--- src/rtl/nu_layer_sequencer_pkg.sv ---
// Shared types and timing constants for the NU layer sequencer slice.
package nu_layer_sequencer_pkg;

    // Activation LUT geometry and the datapath latencies the sequencer aligns to.
    localparam int ACT_LUT_DEPTH = 256;
    localparam int ACT_LATENCY   = 2;
    localparam int MEM_LATENCY   = 1;

    typedef enum logic [2:0] {
        IDLE,
        CLEAR,
        MAC,
        DRAIN,
        WRITE,
        WAIT,
        DONE
    } seq_state_t;

endpackage

--- src/rtl/nu_layer_sequencer_delay.sv ---
// Fixed-depth shift register used to line strobes up with datapath latency.
module seq_delay_line #(
    parameter int WIDTH = 1,
    parameter int DEPTH = 1
) (
    input  logic             clk,
    input  logic             rst,
    input  logic [WIDTH-1:0] din,
    output logic [WIDTH-1:0] dout
);

    logic [DEPTH-1:0][WIDTH-1:0] pipe;

    // Shift one stage per cycle; reset flushes every stage so nothing in flight survives.
    always_ff @(posedge clk) begin
        if (rst) begin
            pipe <= '0;
        end else begin
            pipe[0] <= din;
            for (int i = 1; i < DEPTH; i++) begin
                pipe[i] <= pipe[i-1];
            end
        end
    end

    assign dout = pipe[DEPTH-1];

endmodule

--- src/rtl/nu_layer_sequencer.sv ---
// Sequences one fully-connected layer across the NU array: clear, MAC over the
// input vector, drain the memory pipeline, serialise lanes through the
// activation unit and write the results back to XY memory.
module nu_layer_sequencer
    import nu_layer_sequencer_pkg::*;
#(
    parameter int NU_COUNT    = 4,
    parameter int XY_DEPTH    = 12,
    parameter int W_DEPTH     = 12,
    parameter int MEM_LATENCY = nu_layer_sequencer_pkg::MEM_LATENCY,
    parameter int ACT_LATENCY = nu_layer_sequencer_pkg::ACT_LATENCY
) (
    input  logic                        clk,
    input  logic                        rst,
    input  logic                        start,
    input  logic [XY_DEPTH-1:0]         cfg_in_count,
    input  logic [XY_DEPTH-1:0]         cfg_out_count,
    input  logic [XY_DEPTH-1:0]         cfg_x_base,
    input  logic [XY_DEPTH-1:0]         cfg_y_base,
    input  logic [W_DEPTH-1:0]          cfg_w_base,
    output logic                        busy,
    output logic                        done,
    output logic                        cfg_err,
    output logic                        x_rd_en,
    output logic [XY_DEPTH-1:0]         x_rd_addr,
    output logic                        w_rd_en,
    output logic [W_DEPTH-1:0]          w_rd_addr,
    output logic                        nu_clear,
    output logic                        nu_mac_en,
    output logic [NU_COUNT-1:0]         nu_lane_mask,
    output logic [$clog2(NU_COUNT)-1:0] act_lane_sel,
    output logic                        act_valid,
    output logic                        y_wr_en,
    output logic [XY_DEPTH-1:0]         y_wr_addr
);

    // One extra bit so group_base never overflows, even for the largest out_count.
    localparam int CW = XY_DEPTH + 1;
    localparam int SW = $clog2(NU_COUNT);

    seq_state_t          state;
    logic [CW-1:0]       cnt;
    logic [CW-1:0]       grp_base;
    logic [CW-1:0]       out_cnt;
    logic [XY_DEPTH-1:0] in_cnt;
    logic [XY_DEPTH-1:0] x_base;
    logic [XY_DEPTH-1:0] y_base;
    logic [W_DEPTH-1:0]  w_ptr;

    logic [CW-1:0]       rem;
    logic [CW-1:0]       lanes;
    logic [CW-1:0]       next_base;
    logic                last_grp;
    logic [XY_DEPTH:0]   wr_dly_in;

    // Lanes [0, r) carry real neurons; the rest of a partial group is masked off.
    function automatic logic [NU_COUNT-1:0] lane_mask(input logic [CW-1:0] r);
        logic [NU_COUNT-1:0] m;
        m = '0;
        for (int i = 0; i < NU_COUNT; i++) begin
            m[i] = (CW'(i) < r);
        end
        return m;
    endfunction

    // Group bookkeeping and the activation-side write address for the lane in flight.
    always_comb begin
        rem       = out_cnt - grp_base;
        lanes     = (rem > CW'(NU_COUNT)) ? CW'(NU_COUNT) : rem;
        next_base = grp_base + CW'(NU_COUNT);
        last_grp  = (next_base >= out_cnt);
        wr_dly_in = '0;
        if (act_valid) begin
            wr_dly_in = {1'b1, y_base + grp_base[XY_DEPTH-1:0] + XY_DEPTH'(act_lane_sel)};
        end
    end

    // Layer FSM; every strobe is registered so it is valid for the whole state it belongs to.
    always_ff @(posedge clk) begin
        if (rst) begin
            state        <= IDLE;
            cnt          <= '0;
            grp_base     <= '0;
            out_cnt      <= '0;
            in_cnt       <= '0;
            x_base       <= '0;
            y_base       <= '0;
            w_ptr        <= '0;
            busy         <= 1'b0;
            done         <= 1'b0;
            cfg_err      <= 1'b0;
            x_rd_en      <= 1'b0;
            x_rd_addr    <= '0;
            w_rd_en      <= 1'b0;
            w_rd_addr    <= '0;
            nu_clear     <= 1'b0;
            nu_lane_mask <= '0;
            act_lane_sel <= '0;
            act_valid    <= 1'b0;
        end else begin
            done      <= 1'b0;
            cfg_err   <= 1'b0;
            nu_clear  <= 1'b0;
            x_rd_en   <= 1'b0;
            w_rd_en   <= 1'b0;
            act_valid <= 1'b0;
            case (state)
                IDLE: begin
                    if (start) begin
                        if (cfg_in_count == '0 || cfg_out_count == '0) begin
                            cfg_err <= 1'b1;
                        end else begin
                            in_cnt       <= cfg_in_count;
                            out_cnt      <= {1'b0, cfg_out_count};
                            x_base       <= cfg_x_base;
                            y_base       <= cfg_y_base;
                            w_ptr        <= cfg_w_base;
                            grp_base     <= '0;
                            cnt          <= '0;
                            busy         <= 1'b1;
                            nu_clear     <= 1'b1;
                            nu_lane_mask <= lane_mask({1'b0, cfg_out_count});
                            state        <= CLEAR;
                        end
                    end
                end
                CLEAR: begin
                    x_rd_en   <= 1'b1;
                    w_rd_en   <= 1'b1;
                    x_rd_addr <= x_base;
                    w_rd_addr <= w_ptr;
                    cnt       <= '0;
                    state     <= MAC;
                end
                MAC: begin
                    if (cnt + CW'(1) == CW'(in_cnt)) begin
                        cnt   <= '0;
                        state <= DRAIN;
                    end else begin
                        cnt       <= cnt + CW'(1);
                        x_rd_en   <= 1'b1;
                        w_rd_en   <= 1'b1;
                        x_rd_addr <= x_rd_addr + XY_DEPTH'(1);
                        w_rd_addr <= w_rd_addr + W_DEPTH'(1);
                    end
                end
                DRAIN: begin
                    if (cnt == CW'(MEM_LATENCY - 1)) begin
                        cnt          <= '0;
                        act_valid    <= 1'b1;
                        act_lane_sel <= '0;
                        state        <= WRITE;
                    end else begin
                        cnt <= cnt + CW'(1);
                    end
                end
                WRITE: begin
                    if (cnt + CW'(1) == lanes) begin
                        cnt   <= '0;
                        state <= WAIT;
                    end else begin
                        cnt          <= cnt + CW'(1);
                        act_valid    <= 1'b1;
                        act_lane_sel <= act_lane_sel + SW'(1);
                    end
                end
                WAIT: begin
                    if (cnt == CW'(ACT_LATENCY - 1)) begin
                        cnt          <= '0;
                        act_lane_sel <= '0;
                        w_ptr        <= w_ptr + W_DEPTH'(in_cnt);
                        grp_base     <= next_base;
                        if (last_grp) begin
                            busy         <= 1'b0;
                            done         <= 1'b1;
                            nu_lane_mask <= '0;
                            state        <= DONE;
                        end else begin
                            nu_clear     <= 1'b1;
                            nu_lane_mask <= lane_mask(out_cnt - next_base);
                            state        <= CLEAR;
                        end
                    end else begin
                        cnt <= cnt + CW'(1);
                    end
                end
                DONE: begin
                    state <= IDLE;
                end
                default: begin
                    state <= IDLE;
                end
            endcase
        end
    end

    // MAC enable follows the read strobe by the memory latency so data and strobe align.
    seq_delay_line #(
        .WIDTH (1),
        .DEPTH (MEM_LATENCY)
    ) u_mac_dly (
        .clk  (clk),
        .rst  (rst),
        .din  (x_rd_en),
        .dout (nu_mac_en)
    );

    // Write strobe and address follow the activation input by the activation latency.
    seq_delay_line #(
        .WIDTH (XY_DEPTH + 1),
        .DEPTH (ACT_LATENCY)
    ) u_wr_dly (
        .clk  (clk),
        .rst  (rst),
        .din  (wr_dly_in),
        .dout ({y_wr_en, y_wr_addr})
    );

endmodule

--- config.mk ---
export PLATFORM = sky130hd
export DESIGN_NAME = nu_layer_sequencer
export DESIGN_NICKNAME = d
export VERILOG_FILES = /design/src/rtl/nu_layer_sequencer_pkg.sv /design/src/rtl/nu_layer_sequencer_delay.sv /design/src/rtl/nu_layer_sequencer.sv
export SDC_FILE = /design/constraint.sdc
export NUM_CORES = 1
export LEC_CHECK = 0
export ABC_AREA = 1
export CELL_PAD_IN_SITES_DETAIL_PLACEMENT = 1
export CELL_PAD_IN_SITES_GLOBAL_PLACEMENT = 2
export CORE_UTILIZATION = 34
export DETAILED_ROUTE_END_ITERATION = 10
export GPL_ROUTABILITY_DRIVEN = 0
export PLACE_DENSITY = 0.87
export SLEW_MARGIN = 20
export SYNTH_ARGS = -nofsm -noshare
export SYNTH_HDL_FRONTEND = slang
export SYNTH_SLANG_ARGS = --single-unit
--- constraint.sdc ---
create_clock -name clk -period 6.9 [get_ports clk]
set_clock_uncertainty 0.2 [all_clocks]
set_input_delay 1.38 -clock clk [delete_from_list [all_inputs] [get_ports clk]]
set_output_delay 1.38 -clock clk [all_outputs]
set_load 0.02 [all_outputs]
---- Yosys cells after proc, flatten, opt, wreduce, memory -nomap -nowiden ----
Index checks and enable logic that the tools add are counted.
word-level totals
  bits in registers ....................... 152
cells by class
  add/sub/neg operators ................... 10
  order comparisons ....................... 10
  equality and inequality tests ........... 17
  mux-type cells .......................... 53
  bitwise gates (word level) .............. 6
  reduce and logical (&&, ||, !) cells .... 19
operators with widths
  operator                 count
  $mux W13                 9
  $pmux W13 S6             1
  $pmux W12 S2             3
  $mux W12                 5
  $lt A1 B13 Y1 const A    2
  $lt A2 B13 Y1 const A    2
  $pmux W13 S2             1
  $sub A12 B13 Y13         2
  $add A12 B1 Y12 const B  2
  $add A12 B12 Y12         2
  $logic_not A12 Y1        2
  $lt A1 B12 Y1 const A    2
  $lt A2 B12 Y1 const A    2
  $mux W3                  7
  $ne A2 B2 Y1 const B     9
  $pmux W3 S6              1
  $mux W4                  4
  $add A13 B1 Y13 const B  1
  $add A13 B3 Y13 const B  1
  $eq A13 B1 Y1 const B    1
  $eq A13 B12 Y1           1
  $eq A13 B13 Y1           1
  $ge A13 B12 Y1           1
  $gt A13 B3 Y1 const B    1
  24 further kinds         52

---- Depth between registers and ports, before layout ----
Gate-level depths: netlist (run 1).
  word-level depth ........................ 6
  depth in mapped cells ................... 24
  depth with buffers taken out ............ 23

---- Cells and area by module ----
A second synthesis (run 1) with hierarchy kept.
unflattened totals
  cell total of the unflattened synthesis .. 1392
  area total of the unflattened synthesis .. 9390.3 µm²
by module, submodules not included
  module                       times used  cells each  area an instance (µm²)  seq. area each (µm²)
  nu_layer_sequencer           1           1295        8510.7                  2462.4
  seq_delay_line at u_wr_dly   1           94          849.6                   520.5
  seq_delay_line at u_mac_dly  1           3           30.0                    20.0

---- Worst setup path after synthesis (run 1) ----
No wires, ideal clock.
  path kind ............................... input port to flip-flop
  from .................................... in cfg_out_count[6]
  to ...................................... reg busy
  setup time .............................. 0.132 ns
  data arrival time ....................... 2.883 ns
  data required time ...................... 6.568 ns
  slack ................................... 3.685 ns
  stages .................................. 10
  path buffers ............................ 2
  cells stage by stage .................... nor4_1 nand3_1 nor2_1 nand2_1 nand2_1 inv_1 nand3_1 clkbuf_1 clkbuf_1 a21oi_1
on the way
  word-level cells in the longest chain between the ends .. 4
RTL lines
  element                      RTL line                   text
  from (decl)                  nu_layer_sequencer.sv:17   input logic [XY_DEPTH-1:0] cfg_out_count,
  $logic_not A12 Y1            nu_layer_sequencer.sv:110  if (cfg_in_count == '0 || cfg_out_count == '0) begin
  $logic_or A1 B1 Y1           nu_layer_sequencer.sv:110
  $ne A2 B2 Y1 (no line)       -
  $reduce_and A5 Y1 (no line)  -
  to (signal assigned)         nu_layer_sequencer.sv:89   busy <= 1'b0;
  to (signal assigned)         nu_layer_sequencer.sv:120  busy <= 1'b1;
  to (signal assigned)         nu_layer_sequencer.sv:174  busy <= 1'b0;
  to (decl)                    nu_layer_sequencer.sv:21   output logic busy,
No other way between the ends.
A chain may end at the register's enable or synchronous reset.

---- Worst setup path in the final report (run 1) ----
  from .................................... in cfg_out_count[8]
  to ...................................... reg grp_base[2]
on the way
  word-level cells in the longest chain between the ends .. 4
RTL lines
  element                      RTL line                   text
  $logic_not A12 Y1            nu_layer_sequencer.sv:110
  $logic_or A1 B1 Y1           nu_layer_sequencer.sv:110
  $ne A2 B2 Y1 (no line)       -
  $reduce_and A4 Y1 (no line)  -
  to (signal assigned)         nu_layer_sequencer.sv:172  grp_base <= next_base;
  to (decl)                    nu_layer_sequencer.sv:43   logic [CW-1:0] grp_base;
No other way between the ends.

==> results_tabular.tex, run 1 <==
\begin{tabular}{lr}
\hline
Metric & Value \\
\hline
\multicolumn{2}{l}{\textbf{Outcome}} \\
\quad Result of the run & finished, violations left \\
\quad Failing checks & DRC \\
\multicolumn{2}{l}{\textbf{Floorplanning}} \\
\quad Area of the die & approximately 0.027 mm² \\
\quad Initial core utilization & 34.8\% \\
\quad Floorplan die height & about 170 µm \\
\quad Die W & $\sim$170 µm \\
\quad Number of top-level pins & about 110 \\
\quad Rows & 59 \\
\quad Core outline area & between 0.02 and 0.03 mm² \\
\multicolumn{2}{l}{\textbf{Worst setup path}} \\
\quad Critical setup path kind & in2reg \\
\quad Endpoint kind of the worst setup timing path & register \\
\quad Data arrival, critical path & between 5 and 6 ns \\
\quad Worst-path maximum fanout & 100 \\
\quad Required time of the critical path & just over 7 ns \\
\quad Launching element type of the critical path & input port \\
\multicolumn{2}{l}{\textbf{CTS}} \\
\quad Maximum level of the CTS H-tree & 4 \\
\quad Count of instances resized after the clock tree is built & 0 \\
\quad Total clock buffers created by CTS & 17 \\
\quad Post-CTS clock slew at the launch and capture registers of the worst setup and hold paths & approximately 0.070 ns \\
\quad Number of buffers inserted by hold repair at cts & 0 \\
\quad Clock net sink count & 150 \\
\quad CTS tree & built \\
\quad Library cell used as clock root buffer & sky130\_fd\_sc\_hd\_\_clkbuf\_16 \\
\quad Post-CTS Repair Setup Buffers & 0 \\
\quad Clk\_lat worst skew & roughly 0.43 ns \\
\quad Maximum buffer depth of the clock tree & 2 \\
\multicolumn{2}{l}{\textbf{Timing}} \\
\quad Final cycle utilization of the critical path & about four fifths \\
\quad Unrepaired setup endpoints after global routing & false \\
\quad TNS Setup & 0 ns \\
\quad Max Clk Rate & around 0.18 GHz \\
\quad Minimum period implied by the final worst setup slack & about 5.4 ns \\
\quad Normalized max-slew margin & between 20\% and 30\% \\
\quad Final setup margin & between 1 and 1.5 ns \\
\quad Setup violations, final & 0 \\
\quad Hold\_ws & 0.205 ns \\
\quad Final Hold Vio Count & 0 \\
\quad Slew of the pin with the lowest slew margin & 1.08 ns \\
\quad Max Slew Vio Count & 0 \\
\multicolumn{2}{l}{\textbf{Yosys}} \\
\quad Synthesized area per cell & between 6 and 7 µm² \\
\quad Number of flops mapped to enable cells by yosys & 0 \\
\quad Distinct cell type count after synthesis & just under 50 \\
\quad Top FF cell, synth & sky130\_fd\_sc\_hd\_\_dfxtp\_1 \\
\quad Async set or reset register ratio after synthesis & 0\% \\
\quad Seq cells post-synth & 150 \\
\quad Mapped Cells & roughly 1,300 \\
\quad Warnings from Yosys & 0 \\
\quad Fraction of the yosys area taken by sequential cells & 32.9\% \\
\quad Post-synth design cell area & $\sim$0.0091 mm² \\
\quad Total nets after synthesis & $\sim$1,400 \\
\multicolumn{2}{l}{\textbf{Global routing}} \\
\quad Maximum number of pins on one net before global-route repair & 101 \\
\quad Gr usage total & 20.2\% \\
\quad Wire length of the first global-routing pass & $\sim$45,000 µm \\
\quad Remaining global-route overflow & 0 \\
\quad Initial antenna violation count & 0 \\
\quad Via count of the first global-routing pass & between 8,000 and 9,000 \\
\multicolumn{2}{l}{\textbf{Route}} \\
\quad Ratio of routed vias to standard cells & a little under 5 \\
\quad DR WL met2 & 13,400 µm \\
\quad Detailed-route via count & $\sim$8,600 \\
\quad Starting DRC count in detailed routing & approximately 350 \\
\quad DRC viols & 7 \\
\quad Sum of met3 wire segment lengths after detailed routing & $\sim$470 µm \\
\quad Wl on met1 & 12,800 µm \\
\quad Uppermost routed layer & met4 \\
\quad Drt pass-1 iters & 7 \\
\quad Aggregate routed wire length & about 27,000 µm \\
\quad Final antenna-violating net count & 0 \\
\quad Routed wire length per instance & around 15 µm \\
\multicolumn{2}{l}{\textbf{Final layout}} \\
\quad Fraction of final layout cells sized beyond drive strength 1 & under 10\% \\
\quad Area delta synth->final & 20.9\% \\
\quad Filler instances & 3,312 \\
\quad Post-layout net count & approximately 1,500 \\
\quad Number of antenna cells inserted & 0 \\
\multicolumn{2}{l}{\textbf{Power and ir drop}} \\
\quad Total power per unit cell area & 365 mW/mm² \\
\quad Cell leakage power & between 4 and 5 nW \\
\quad Post-layout power & 4.02 mW \\
\quad Worst ir drop on vdd & between 0.15 and 0.2 mV \\
\multicolumn{2}{l}{\textbf{Placed design}} \\
\quad Buffers added on ports & $\sim$110 \\
\quad Setup slack at placement & roughly 1.1 ns \\
\quad Post-detailed-placement half-perimeter wirelength & roughly 21,000 µm \\
\multicolumn{2}{l}{\textbf{Flow run}} \\
\quad Number of violations of the max-capacitance limit & 0 \\
\multicolumn{2}{l}{\textbf{Hold path}} \\
\quad Worst hold path type & reg2reg \\
\hline
\end{tabular}
[cell families (layout without fill, tap and decap cells)]
| group | after synthesis | after routing | share of synthesized area [%] |
|---|---|---|---|
| xor gates and xnor gates | 50 | 50 | 5.13 |
| AOI/OAI and AO/OA | 307 | 307 | 17.8 |
| other | 2 | 2 | 0.0823 |
| and+or+nand+nor | 494 | 494 | 23.8 |
| adders and majority gates | 62 | 62 | 8.67 |
| buffers and inverters | 258 | 354 | 11.6 |
| DFF | 150 | 150 | 32.9 |
[metrics by stage]
step | std cells | util (%) | area, µm²
4_1_cts | 1754 | 42.1 | 11000
3_5_place_dp | 1722 | 39.8 | 10400
3_3_place_gp | 1722 | 39.8 | 10400
6_report | 1754 | 42.1 | 11000
5_1_grt | 1754 | 42.1 | 11000
2_1_floorplan | 1323 | - | 9120
[cell usage after synthesis (3+ instances only)]
master                     count  area [µm²]
sky130_fd_sc_hd__a21oi_1     140         701
sky130_fd_sc_hd__nand2_1     251         942
sky130_fd_sc_hd__nand2_2       4        25.0
sky130_fd_sc_hd__nor3b_1       5        37.5
sky130_fd_sc_hd__nor2_1      113         424
sky130_fd_sc_hd__nor4_1        7        43.8
sky130_fd_sc_hd__o21bai_1      6        45.0
sky130_fd_sc_hd__inv_2         5        18.8
sky130_fd_sc_hd__a21o_1        3        22.5
sky130_fd_sc_hd__o21ai_0     125         626
sky130_fd_sc_hd__o21ai_1       9        45.0
sky130_fd_sc_hd__nor2_2        6        37.5
sky130_fd_sc_hd__nand3b_1     10        75.1
sky130_fd_sc_hd__clkbuf_1     30         113
sky130_fd_sc_hd__buf_6         4        45.0
sky130_fd_sc_hd__ha_1         60         751
sky130_fd_sc_hd__a211oi_1      4        30.0
sky130_fd_sc_hd__nand3_1      45         225
sky130_fd_sc_hd__nand4_1      17         106
sky130_fd_sc_hd__buf_4        15         113
sky130_fd_sc_hd__nor3_1       17        85.1
sky130_fd_sc_hd__xor2_2        4        65.1
sky130_fd_sc_hd__xor2_1       35         307
sky130_fd_sc_hd__or2_2         8        50.1
sky130_fd_sc_hd__xnor2_1      11        96.3
sky130_fd_sc_hd__dfxtp_1     150        3000
sky130_fd_sc_hd__inv_1       198         743
sky130_fd_sc_hd__a31oi_1      11        68.8
sky130_fd_sc_hd__nand3_2       4        40.0
[worst max-delay path, cell delays in order]
cell                              delay, ns
sky130_fd_sc_hd__clkdlybuf4s50_1       0.43
sky130_fd_sc_hd__nor4_1                0.61
sky130_fd_sc_hd__nand3_1               0.24
sky130_fd_sc_hd__nor2_1                0.18
sky130_fd_sc_hd__nand2_1               0.09
sky130_fd_sc_hd__nand2_1               0.06
sky130_fd_sc_hd__inv_1                 0.08
sky130_fd_sc_hd__nand3_4               0.68
sky130_fd_sc_hd__nand2_1               0.78
sky130_fd_sc_hd__inv_1                 0.70
sky130_fd_sc_hd__o21ai_0               0.15
sky130_fd_sc_hd__a21oi_1               0.16
[sequential cells by signal (all words and copies together), names as in the netlist, 3 cells and up]
register,cells
cnt,13
grp_base,11
in_cnt,12
nu_lane_mask,4
out_cnt,12
state,3
u_wr_dly.dout,13
u_wr_dly.pipe,13
w_ptr,12
w_rd_addr,12
x_base,12
x_rd_addr,12
y_base,12
[final cells by class]
cell class	count	area, µm²	area share (%)
multi-input cells	915	5080	46.0
flip-flops and latches	150	3000	27.2
inverters	205	769	6.98
clock inverters	14	163	1.48
clock buffers	18	439	3.98
well taps	335	419	3.80
repair buffers	117	1160	10.5
[layout by cell type (no fill, tap or decap), types with 11 or more instances in the layout]
cell,n
sky130_fd_sc_hd__clkbuf_16,17
sky130_fd_sc_hd__xor2_1,35
sky130_fd_sc_hd__inv_1,198
sky130_fd_sc_hd__nor3_1,17
sky130_fd_sc_hd__nor2_1,112
sky130_fd_sc_hd__dfxtp_1,150
sky130_fd_sc_hd__a31oi_1,11
sky130_fd_sc_hd__a21oi_1,140
sky130_fd_sc_hd__ha_1,60
sky130_fd_sc_hd__nand3_1,44
sky130_fd_sc_hd__nand2_1,251
sky130_fd_sc_hd__nand4_1,17
sky130_fd_sc_hd__clkdlybuf4s50_1,112
sky130_fd_sc_hd__xnor2_1,11
sky130_fd_sc_hd__o21ai_0,124
[power breakdown]
group	total (mW)	switching, mW	internal [mW]
registers	1.25	0.188	1.06
logic	1.80	1.14	0.661
clock network	0.969	0.416	0.553
total	4.02	1.75	2.27
[metal layers]
layer | track usage [%] | vias to the layer above
li1 | - | 4439
met1 | 24.8 | 4000
met2 | 36.8 | 102
met3 | 2.57 | 28
met4 | 6.05 | 0
met5 | 0 | -
[path summary, 6_finish.rpt]
| path | from | to | slack, ns | cells after the start |
|---|---|---|---|---|
| max | cfg_out_count[8] | grp_base[2]$_SDFFE_PP0P_ | 1.49 | 12 |
| min | u_wr_dly.pipe[5]$_SDFF_PP0_ | u_wr_dly.dout[5]$_SDFF_PP0_ | 0.20 | 2 |
| max reg2reg | grp_base[2]$_SDFFE_PP0P_ | nu_lane_mask[0]$_SDFFE_PP0P_ | 2.92 | 21 |
| min reg2reg | u_wr_dly.pipe[5]$_SDFF_PP0_ | u_wr_dly.dout[5]$_SDFF_PP0_ | 0.20 | 2 |
Power figures use the tool's default switching activity.
==> inputs of run 2 (changes only) <==
--- a/config.mk
+++ b/config.mk
@@ -8,10 +8,10 @@
 export ABC_AREA = 1
 export CELL_PAD_IN_SITES_DETAIL_PLACEMENT = 1
 export CELL_PAD_IN_SITES_GLOBAL_PLACEMENT = 2
-export CORE_UTILIZATION = 34
+export CORE_UTILIZATION = 31
 export DETAILED_ROUTE_END_ITERATION = 10
 export GPL_ROUTABILITY_DRIVEN = 0
-export PLACE_DENSITY = 0.87
+export PLACE_DENSITY = 0.81
 export SLEW_MARGIN = 20
 export SYNTH_ARGS = -nofsm -noshare
 export SYNTH_HDL_FRONTEND = slang
==> constraint.sdc (replaced) <==
create_clock -name clk -period 5.65 [get_ports clk]
set_clock_uncertainty 0.2 [all_clocks]
set_input_delay 1.13 -clock clk [delete_from_list [all_inputs] [get_ports clk]]
set_output_delay 1.13 -clock clk [all_outputs]
set_load 0.02 [all_outputs]
==> run 2 against run 1 <==
  * The run now ends clean
  * Global-route usage shrank 1.3 points
  * Total power grew 22%
  * Setup slack gained 0.075 ns
  * Design area grew 0.70%
  * Sequential share of layout area shrank 0.19 points
  * Non-clock buffer count grew 1
  * Register-to-register slack lost 1.4 ns
  * Critical path depth grew 9
  * Clock power grew 21%
  * Sequential power grew 22%
  * Largest power group unchanged
  * Highest routed layer unchanged
==> results_tabular.tex, run 2 (same netlist as run 1, synthesis figures left out) <==
\begin{tabular}{lr}
\hline
Metric & Value \\
\hline
\multicolumn{2}{l}{\textbf{Flow run}} \\
\quad Number of violations of the max-capacitance limit & 0 (unchanged) \\
\multicolumn{2}{l}{\textbf{Final layout}} \\
\quad Filler instances & 3,638 (+9.8\%) \\
\quad Fraction of final layout cells sized beyond drive strength 1 & 5.70\% (+0.066 points) \\
\quad Final instance area & 0.0111 mm² (+0.70\%) \\
\quad Final std cells w/o fill & 1,804 (+2.9\%) \\
\quad Area delta synth->final & 21.7\% \\
\quad Number of antenna cells inserted & 0 (unchanged) \\
\quad Most used cells in the layout excluding fill and tap cells & sky130\_fd\_sc\_hd\_\_nand2\_1 (251), sky130\_fd\_sc\_hd\_\_inv\_1 (198), sky130\_fd\_sc\_hd\_\_dfxtp\_1 (150) \\
\quad Most common cell after layout, fill and taps aside & sky130\_fd\_sc\_hd\_\_nand2\_1 \\
\quad Post-layout net count & 1,532 (+0.065\%) \\
\multicolumn{2}{l}{\textbf{Worst setup path}} \\
\quad Most Frequent Cell on Critical Path & sky130\_fd\_sc\_hd\_\_inv\_1 \\
\quad Slowest CP cell & sky130\_fd\_sc\_hd\_\_dfxtp\_1 \\
\quad Depth of the worst register-to-register path & 21 (unchanged) \\
\quad Data arrival, critical path & 4.21 ns (-1.35 ns) \\
\quad Required time of the critical path & 5.78 ns (-1.28 ns) \\
\quad Reg-to-Reg Start & grp\_base[2]\$\_SDFFE\_PP0P\_ \\
\quad Worst-path maximum fanout & 4 (-96\%) \\
\quad Number of buffer and inverter instances along the worst setup path & 4 (+1) \\
\quad CP delay by family, top & simple AND/OR/NAND/NOR gates \\
\quad Worst-path cell chain & inv\_1, nor3\_1, inv\_1, nor2\_1, nand4\_1, nor3\_1, xor2\_1, ha\_1, inv\_1, nor3\_1, nor3b\_1, nand2\_1, nand3\_1, xnor2\_1, o21ai\_0, nor2\_1, nand4\_1, nand2\_1, nand2\_1, o21bai\_1, inv\_1 \\
\quad Endpoint of the worst register-to-register path & nu\_lane\_mask[2]\$\_SDFFE\_PP0P\_ \\
\quad Critical setup path kind & reg2reg \\
\quad Endpoint kind of the worst setup timing path & register \\
\quad Launching element type of the critical path & register \\
\quad Longest individual stage delay on the worst path & 0.46 ns (-0.32 ns) \\
\quad Reg2Reg Setup Slack & 1.57 ns (-1.35 ns) \\
\multicolumn{2}{l}{\textbf{Global routing}} \\
\quad Remaining global-route overflow & 0 (unchanged) \\
\quad Initial antenna violation count & 0 (unchanged) \\
\quad Via count of the first global-routing pass & 8,833 (+0.53\%) \\
\quad Gr usage total & 19.0\% (-1.3 points) \\
\quad Maximum number of pins on one net before global-route repair & 100 (-0.99\%) \\
\quad Wire length of the first global-routing pass & 45,500 µm (+2.2\%) \\
\multicolumn{2}{l}{\textbf{Route}} \\
\quad Starting DRC count in detailed routing & 351 (+0.86\%) \\
\quad Aggregate routed wire length & 28,000 µm (+2.9\%) \\
\quad Drt pass-1 iters & 4 (-3) \\
\quad Routed wire length per instance & 15.5 µm (about the same) \\
\quad DRC viols & 0 (-7) \\
\quad Final antenna-violating net count & 0 (unchanged) \\
\quad Ratio of routed vias to standard cells & 4.81 (-1.6\%) \\
\quad Detailed-route via count & 8,674 (+1.2\%) \\
\multicolumn{2}{l}{\textbf{Floorplanning}} \\
\quad Floorplan die height & 174 µm (+4.7\%) \\
\quad Initial core utilization & 31.6\% (-3.2 points) \\
\quad Number of top-level pins & 114 (unchanged) \\
\quad Core outline area & 0.0289 mm² (+10\%) \\
\quad Area of the die & 0.0301 mm² (+9.6\%) \\
\quad Die W & 174 µm (+4.7\%) \\
\quad Rows & 62 (+5.1\%) \\
\multicolumn{2}{l}{\textbf{CTS}} \\
\quad Total clock buffers created by CTS & 17 (unchanged) \\
\quad Post-CTS Repair Setup Buffers & 0 (unchanged) \\
\quad Clock net sink count & 150 (unchanged) \\
\quad Number of buffers inserted by hold repair at cts & 0 (unchanged) \\
\quad Post-CTS clock slew at the launch and capture registers of the worst setup and hold paths & 0.08 ns (about the same) \\
\quad Library cell used as clock root buffer & sky130\_fd\_sc\_hd\_\_clkbuf\_16 \\
\quad Count of instances resized after the clock tree is built & 0 (unchanged) \\
\quad Maximum level of the CTS H-tree & 4 (unchanged) \\
\quad CTS tree & built \\
\quad Maximum buffer depth of the clock tree & 2 (unchanged) \\
\quad Clk\_lat worst skew & 0.44 ns (about the same) \\
\multicolumn{2}{l}{\textbf{Power and ir drop}} \\
\quad Post-layout power & 4.89 mW (+22\%) \\
\quad Cell leakage power & 4.81 nW (about the same) \\
\quad Worst ir drop on vdd & 0.227 mV (+29\%) \\
\quad Total power per unit cell area & 440 mW/mm² (+21\%) \\
\multicolumn{2}{l}{\textbf{Timing}} \\
\quad Minimum period implied by the final worst setup slack & between 4 and 5 ns \\
\quad Max Clk Rate & about 0.25 GHz \\
\quad Final Hold Vio Count & 0 (unchanged) \\
\quad TNS Setup & 0 ns (unchanged) \\
\quad Max Slew Vio Count & 0 (unchanged) \\
\quad Final cycle utilization of the critical path & 72.2\% \\
\quad Hold\_ws & 0.204 ns (-0.00124 ns) \\
\quad Setup violations, final & 0 (unchanged) \\
\quad Normalized max-slew margin & 31.7\% (+4.1 points) \\
\quad Slew of the pin with the lowest slew margin & 1.02 ns (-0.0612 ns) \\
\quad Unrepaired setup endpoints after global routing & false \\
\multicolumn{2}{l}{\textbf{Hold path}} \\
\quad Endpoint of the worst hold-timing path & u\_wr\_dly.dout[7]\$\_SDFF\_PP0\_ \\
\quad Worst hold path cell count & 2 (unchanged) \\
\quad Worst hold path type & reg2reg \\
\quad Hold wc startpoint & u\_wr\_dly.pipe[7]\$\_SDFF\_PP0\_ \\
\multicolumn{2}{l}{\textbf{Placed design}} \\
\quad Buffers added on ports & 113 (unchanged) \\
\quad Placed Instance Area & 0.0105 mm² (+0.66\%) \\
\quad Cell count after placement & 1,772 (+2.9\%) \\
\quad Post-detailed-placement half-perimeter wirelength & 21,200 µm (+3.4\%) \\
\multicolumn{2}{l}{\textbf{Outcome}} \\
\quad Result of the run & completed \\
\hline
\end{tabular}
run 2: how the worst max path moves through the flow:
stage | from | endpoint | slack [ns] | cells after the start
after global placement | grp_base[2]$_SDFFE_PP0P_ | nu_lane_mask[2]$_SDFFE_PP0P_ | 1.55 | 21
after floorplan | grp_base[2]$_SDFFE_PP0P_ | nu_lane_mask[2]$_SDFFE_PP0P_ | 2.53 | 21
after global routing | grp_base[2]$_SDFFE_PP0P_ | nu_lane_mask[2]$_SDFFE_PP0P_ | 1.12 | 21
after detailed placement | cfg_out_count[7] | x_base[6]$_SDFFE_PP0P_ | 1.49 | 11
after CTS | grp_base[2]$_SDFFE_PP0P_ | nu_lane_mask[2]$_SDFFE_PP0P_ | 1.51 | 21
final | grp_base[2]$_SDFFE_PP0P_ | nu_lane_mask[2]$_SDFFE_PP0P_ | 1.57 | 21
run 2: power by group:
part,switching [mW],internal [mW]
Clock,0.571,0.599
Sequential,0.225,1.29
Combinational,1.39,0.811
run 2: layer usage:
metal	wire, µm	GRT usage (%)
met2	14000	34.3
met5	0	0
met4	378	4.57
met3	564	2.46
met1	13000	23.7
run 2: tightest hold or removal path: stages, from the launching register on:
cell and delay [ns]:
sky130_fd_sc_hd__dfxtp_1 0.30, sky130_fd_sc_hd__inv_1 0.04, sky130_fd_sc_hd__nor2_1 0.03
run 2: area by class of cell:
| class | count | area, µm² | share of cell area [%] |
|---|---|---|---|
| clock buffer | 17 | 425 | 3.83 |
| clock inverter | 15 | 180 | 1.62 |
| inverter | 205 | 769 | 6.93 |
| multi-input combinational | 915 | 5080 | 45.8 |
| sequential | 150 | 3000 | 27.0 |
| tap | 384 | 480 | 4.33 |
| timing repair buffer | 118 | 1160 | 10.5 |
run 2: stage by stage:
| step | util (%) | setup WS [ns] |
|---|---|---|
| 2_1_floorplan | - | 2.53 |
| 3_3_place_gp | 36.4 | 1.55 |
| 3_5_place_dp | 36.4 | 1.49 |
| 4_1_cts | 38.5 | 1.51 |
| 5_1_grt | 38.5 | 1.12 |
| 6_report | 38.5 | 1.57 |
==> inputs of run 3 (changes only) <==
--- a/config.mk
+++ b/config.mk
@@ -8,10 +8,10 @@
 export ABC_AREA = 1
 export CELL_PAD_IN_SITES_DETAIL_PLACEMENT = 1
 export CELL_PAD_IN_SITES_GLOBAL_PLACEMENT = 2
-export CORE_UTILIZATION = 31
+export CORE_UTILIZATION = 28
 export DETAILED_ROUTE_END_ITERATION = 10
 export GPL_ROUTABILITY_DRIVEN = 0
-export PLACE_DENSITY = 0.81
+export PLACE_DENSITY = 0.77
 export SLEW_MARGIN = 20
 export SYNTH_ARGS = -nofsm -noshare
 export SYNTH_HDL_FRONTEND = slang
==> constraint.sdc (replaced) <==
create_clock -name clk -period 3.65 [get_ports clk]
set_clock_uncertainty 0.2 [all_clocks]
set_input_delay 0.73 -clock clk [delete_from_list [all_inputs] [get_ports clk]]
set_output_delay 0.73 -clock clk [all_outputs]
set_load 0.02 [all_outputs]
==> run 3 against run 2 <==
  * Clock power is 50% higher
  * Critical endpoint is now nu_lane_mask[0]$_SDFFE_PP0P_
  * Largest power group unchanged
  * Final cell count is 3.9% higher
  * Combinational power is 65% higher
  * Flip-flop and latch count stayed put
  * Setup slack worse by 1.3 ns
  * Count of clock-buffer cells in the layout stayed put
  * Total power is 58% higher
==> results_tabular.tex, run 3 (same netlist as run 1, synthesis figures left out) <==
\begin{tabular}{lr}
\hline
Metric & Value \\
\hline
\multicolumn{2}{l}{\textbf{Outcome}} \\
\quad Result of the run & completed \\
\multicolumn{2}{l}{\textbf{Final layout}} \\
\quad Fraction of final layout cells sized beyond drive strength 1 & 8.27\% (+2.6 points) \\
\quad Number of antenna cells inserted & 0 (unchanged) \\
\quad Final std cells w/o fill & 1,874 (+3.9\%) \\
\quad Most common cell after layout, fill and taps aside & sky130\_fd\_sc\_hd\_\_nand2\_1 \\
\quad Filler instances & 3,918 (+7.7\%) \\
\quad Most used cells in the layout excluding fill and tap cells & sky130\_fd\_sc\_hd\_\_nand2\_1 (250), sky130\_fd\_sc\_hd\_\_inv\_1 (198), sky130\_fd\_sc\_hd\_\_dfxtp\_1 (146) \\
\quad Post-layout net count & 1,551 (+1.2\%) \\
\quad Area delta synth->final & 25.2\% \\
\multicolumn{2}{l}{\textbf{Timing}} \\
\quad Setup violations, final & 0 (unchanged) \\
\quad Minimum period implied by the final worst setup slack & 3.37 ns (-0.707 ns) \\
\quad Max Clk Rate & 0.296 GHz (+21\%) \\
\quad TNS Setup & 0 ns (unchanged) \\
\quad Normalized max-slew margin & 51.1\% (+19 points) \\
\quad Slew of the pin with the lowest slew margin & 0.724 ns (-0.293 ns) \\
\quad Final cycle utilization of the critical path & 92.4\% (+20 points) \\
\quad Final Hold Vio Count & 0 (unchanged) \\
\quad Max Slew Vio Count & 0 (unchanged) \\
\multicolumn{2}{l}{\textbf{Placed design}} \\
\quad Buffers added on ports & 113 (unchanged) \\
\quad Cell count after placement & 1,839 (+3.8\%) \\
\quad Post-detailed-placement half-perimeter wirelength & 22,200 µm (+4.5\%) \\
\multicolumn{2}{l}{\textbf{Route}} \\
\quad DR WL met2 & 14,700 µm (+4.8\%) \\
\quad Ratio of routed vias to standard cells & 4.61 (-4.0\%) \\
\quad Detailed-route via count & 8,646 (-0.32\%) \\
\quad Drt pass-1 iters & 7 (+3) \\
\quad Starting DRC count in detailed routing & 264 (-25\%) \\
\quad Uppermost routed layer & met5 \\
\quad DRC viols & 0 (unchanged) \\
\quad Routed wire length per instance & 15.4 µm (-0.90\%) \\
\quad Wl on met1 & 13,100 µm (+0.22\%) \\
\quad Sum of met3 wire segment lengths after detailed routing & 683 µm (+21\%) \\
\quad Final antenna-violating net count & 0 (unchanged) \\
\quad Aggregate routed wire length & 28,800 µm (+2.9\%) \\
\multicolumn{2}{l}{\textbf{CTS}} \\
\quad Library cell used as clock root buffer & sky130\_fd\_sc\_hd\_\_clkbuf\_16 \\
\quad Post-CTS clock slew at the launch and capture registers of the worst setup and hold paths & 0.07 ns (about the same) \\
\quad CTS tree & built \\
\quad Clock net sink count & 150 (unchanged) \\
\quad Maximum level of the CTS H-tree & 4 (unchanged) \\
\quad Maximum buffer depth of the clock tree & 2 (unchanged) \\
\quad Number of buffers inserted by hold repair at cts & 0 (unchanged) \\
\quad Total clock buffers created by CTS & 17 (unchanged) \\
\quad Clk\_lat worst skew & 0.44 ns (about the same) \\
\multicolumn{2}{l}{\textbf{Floorplanning}} \\
\quad Number of top-level pins & 114 (unchanged) \\
\quad Floorplan die height & 182 µm (+5.2\%) \\
\quad Initial core utilization & 28.7\% (-2.9 points) \\
\quad Core outline area & 0.0318 mm² (+10\%) \\
\quad Rows & 65 (+4.8\%) \\
\quad Area of the die & 0.0333 mm² (+11\%) \\
\quad Die W & 182 µm (+5.2\%) \\
\multicolumn{2}{l}{\textbf{Global routing}} \\
\quad Via count of the first global-routing pass & 8,567 (-3.0\%) \\
\quad Gr usage total & 17.7\% (-1.3 points) \\
\quad Wire length of the first global-routing pass & 46,200 µm (+1.6\%) \\
\quad Remaining global-route overflow & 0 (unchanged) \\
\quad Maximum number of pins on one net before global-route repair & 71 (-29\%) \\
\quad Initial antenna violation count & 1 (+1) \\
\multicolumn{2}{l}{\textbf{Worst setup path}} \\
\quad Data arrival, critical path & 3.50 ns (-0.71 ns) \\
\quad Reg2Reg Setup Slack & 0.28 ns (-1.29 ns) \\
\quad Worst-path maximum fanout & 5 (+1) \\
\quad Critical setup path kind & reg2reg \\
\quad Required time of the critical path & 3.77 ns (-2.01 ns) \\
\quad Reg-to-Reg Start & grp\_base[2]\$\_SDFFE\_PP0P\_ \\
\quad Endpoint kind of the worst setup timing path & register \\
\quad Launching element type of the critical path & register \\
\quad Worst setup path startpoint & grp\_base[2]\$\_SDFFE\_PP0P\_ \\
\multicolumn{2}{l}{\textbf{Power and ir drop}} \\
\quad Worst ir drop on vdd & 0.367 mV (+62\%) \\
\quad Total power per unit cell area & 678 mW/mm² (+54\%) \\
\quad Cell leakage power & 4.95 nW (+2.9\%) \\
\multicolumn{2}{l}{\textbf{Hold path}} \\
\quad Hold wc startpoint & u\_wr\_dly.pipe[12]\$\_SDFF\_PP0\_ \\
\quad Worst hold path type & reg2reg \\
\multicolumn{2}{l}{\textbf{Flow run}} \\
\quad Number of violations of the max-capacitance limit & 0 (unchanged) \\
\hline
\end{tabular}
[run 3: changes by cell type in the layout (fill, tap and decap cells not counted), sizes merged]
cell,before,now
clkinvlp,3,1
bufinv,0,1
clkinv,6,7
buf,6,25
[run 3: metal layers]
metal,GRT usage [%],vias up
li1,-,4475
met1,21.5,4036
met2,32.3,104
met3,2.61,29
met4,4.37,2
met5,0,-
[run 3: through the flow]
stage | cell area, µm² | util [%] | setup WS, ns | hold WS [ns] | power (mW)
detailed placement | 10700 | 33.8 | 0.0970 | 0.197 | 5.97
finish | 11400 | 35.9 | 0.276 | 0.192 | 7.75
global placement | 10700 | 33.8 | 0.152 | 0.195 | 5.89
CTS | 11300 | 35.6 | 0.0634 | 0.194 | 7.78
floorplan | 9120 | - | 0.528 | 0.188 | 4.78
global route | 11400 | 35.9 | -0.0697 | 0.223 | 8.37
[run 3: what timing repair did]
action                     4_1_cts  5_1_grt
gates resized for setup          1       24
buffers inserted                 0        3
setup endpoints to repair        1       21
pin swaps                        0        9
[run 3: final cells by class]
cell class                      instances  area [µm²]  share of cell area (%)
Timing Repair Buffer                  137        1370                    12.0
Clock inverter                         15         143                    1.25
Multi-Input combinational cell        915        5160                    45.2
Inverter                              205         769                    6.74
Sequential cell                       150        3010                    26.3
Tap cell                              435         544                    4.77
Clock buffer                           17         425                    3.72
[run 3: critical path: stages, from the launching register on]
cell	delay, ns
sky130_fd_sc_hd__dfxtp_2	0.36
sky130_fd_sc_hd__inv_1	0.07
sky130_fd_sc_hd__nor3_2	0.16
sky130_fd_sc_hd__inv_1	0.07
sky130_fd_sc_hd__nor2_2	0.10
sky130_fd_sc_hd__nand4_1	0.16
sky130_fd_sc_hd__xor2_1	0.20
sky130_fd_sc_hd__ha_1	0.38
sky130_fd_sc_hd__nand2_1	0.12
sky130_fd_sc_hd__nor2_1	0.06
sky130_fd_sc_hd__nand3_1	0.08
sky130_fd_sc_hd__o2111ai_1	0.16
sky130_fd_sc_hd__nand2_1	0.10
sky130_fd_sc_hd__inv_1	0.05
sky130_fd_sc_hd__or2_2	0.26
sky130_fd_sc_hd__and2_1	0.20
sky130_fd_sc_hd__nand2_2	0.11
sky130_fd_sc_hd__inv_1	0.06
sky130_fd_sc_hd__nand2_1	0.08
sky130_fd_sc_hd__nand2_1	0.08
sky130_fd_sc_hd__o21bai_1	0.16
sky130_fd_sc_hd__inv_1	0.05
[run 3: final timing paths]
check	to	cells past startpoint
hold reg to reg	u_wr_dly.dout[12]$_SDFF_PP0_	2
setup reg to reg	nu_lane_mask[0]$_SDFFE_PP0P_	21
hold / removal	u_wr_dly.dout[12]$_SDFF_PP0_	2
setup / recovery	nu_lane_mask[0]$_SDFFE_PP0P_	21
[run 3: where the power goes]
part	switching [mW]	internal (mW)	leakage, nW
logic	2.22	1.39	3.44
clock network	0.805	0.956	0.281
registers	0.369	2.00	1.23
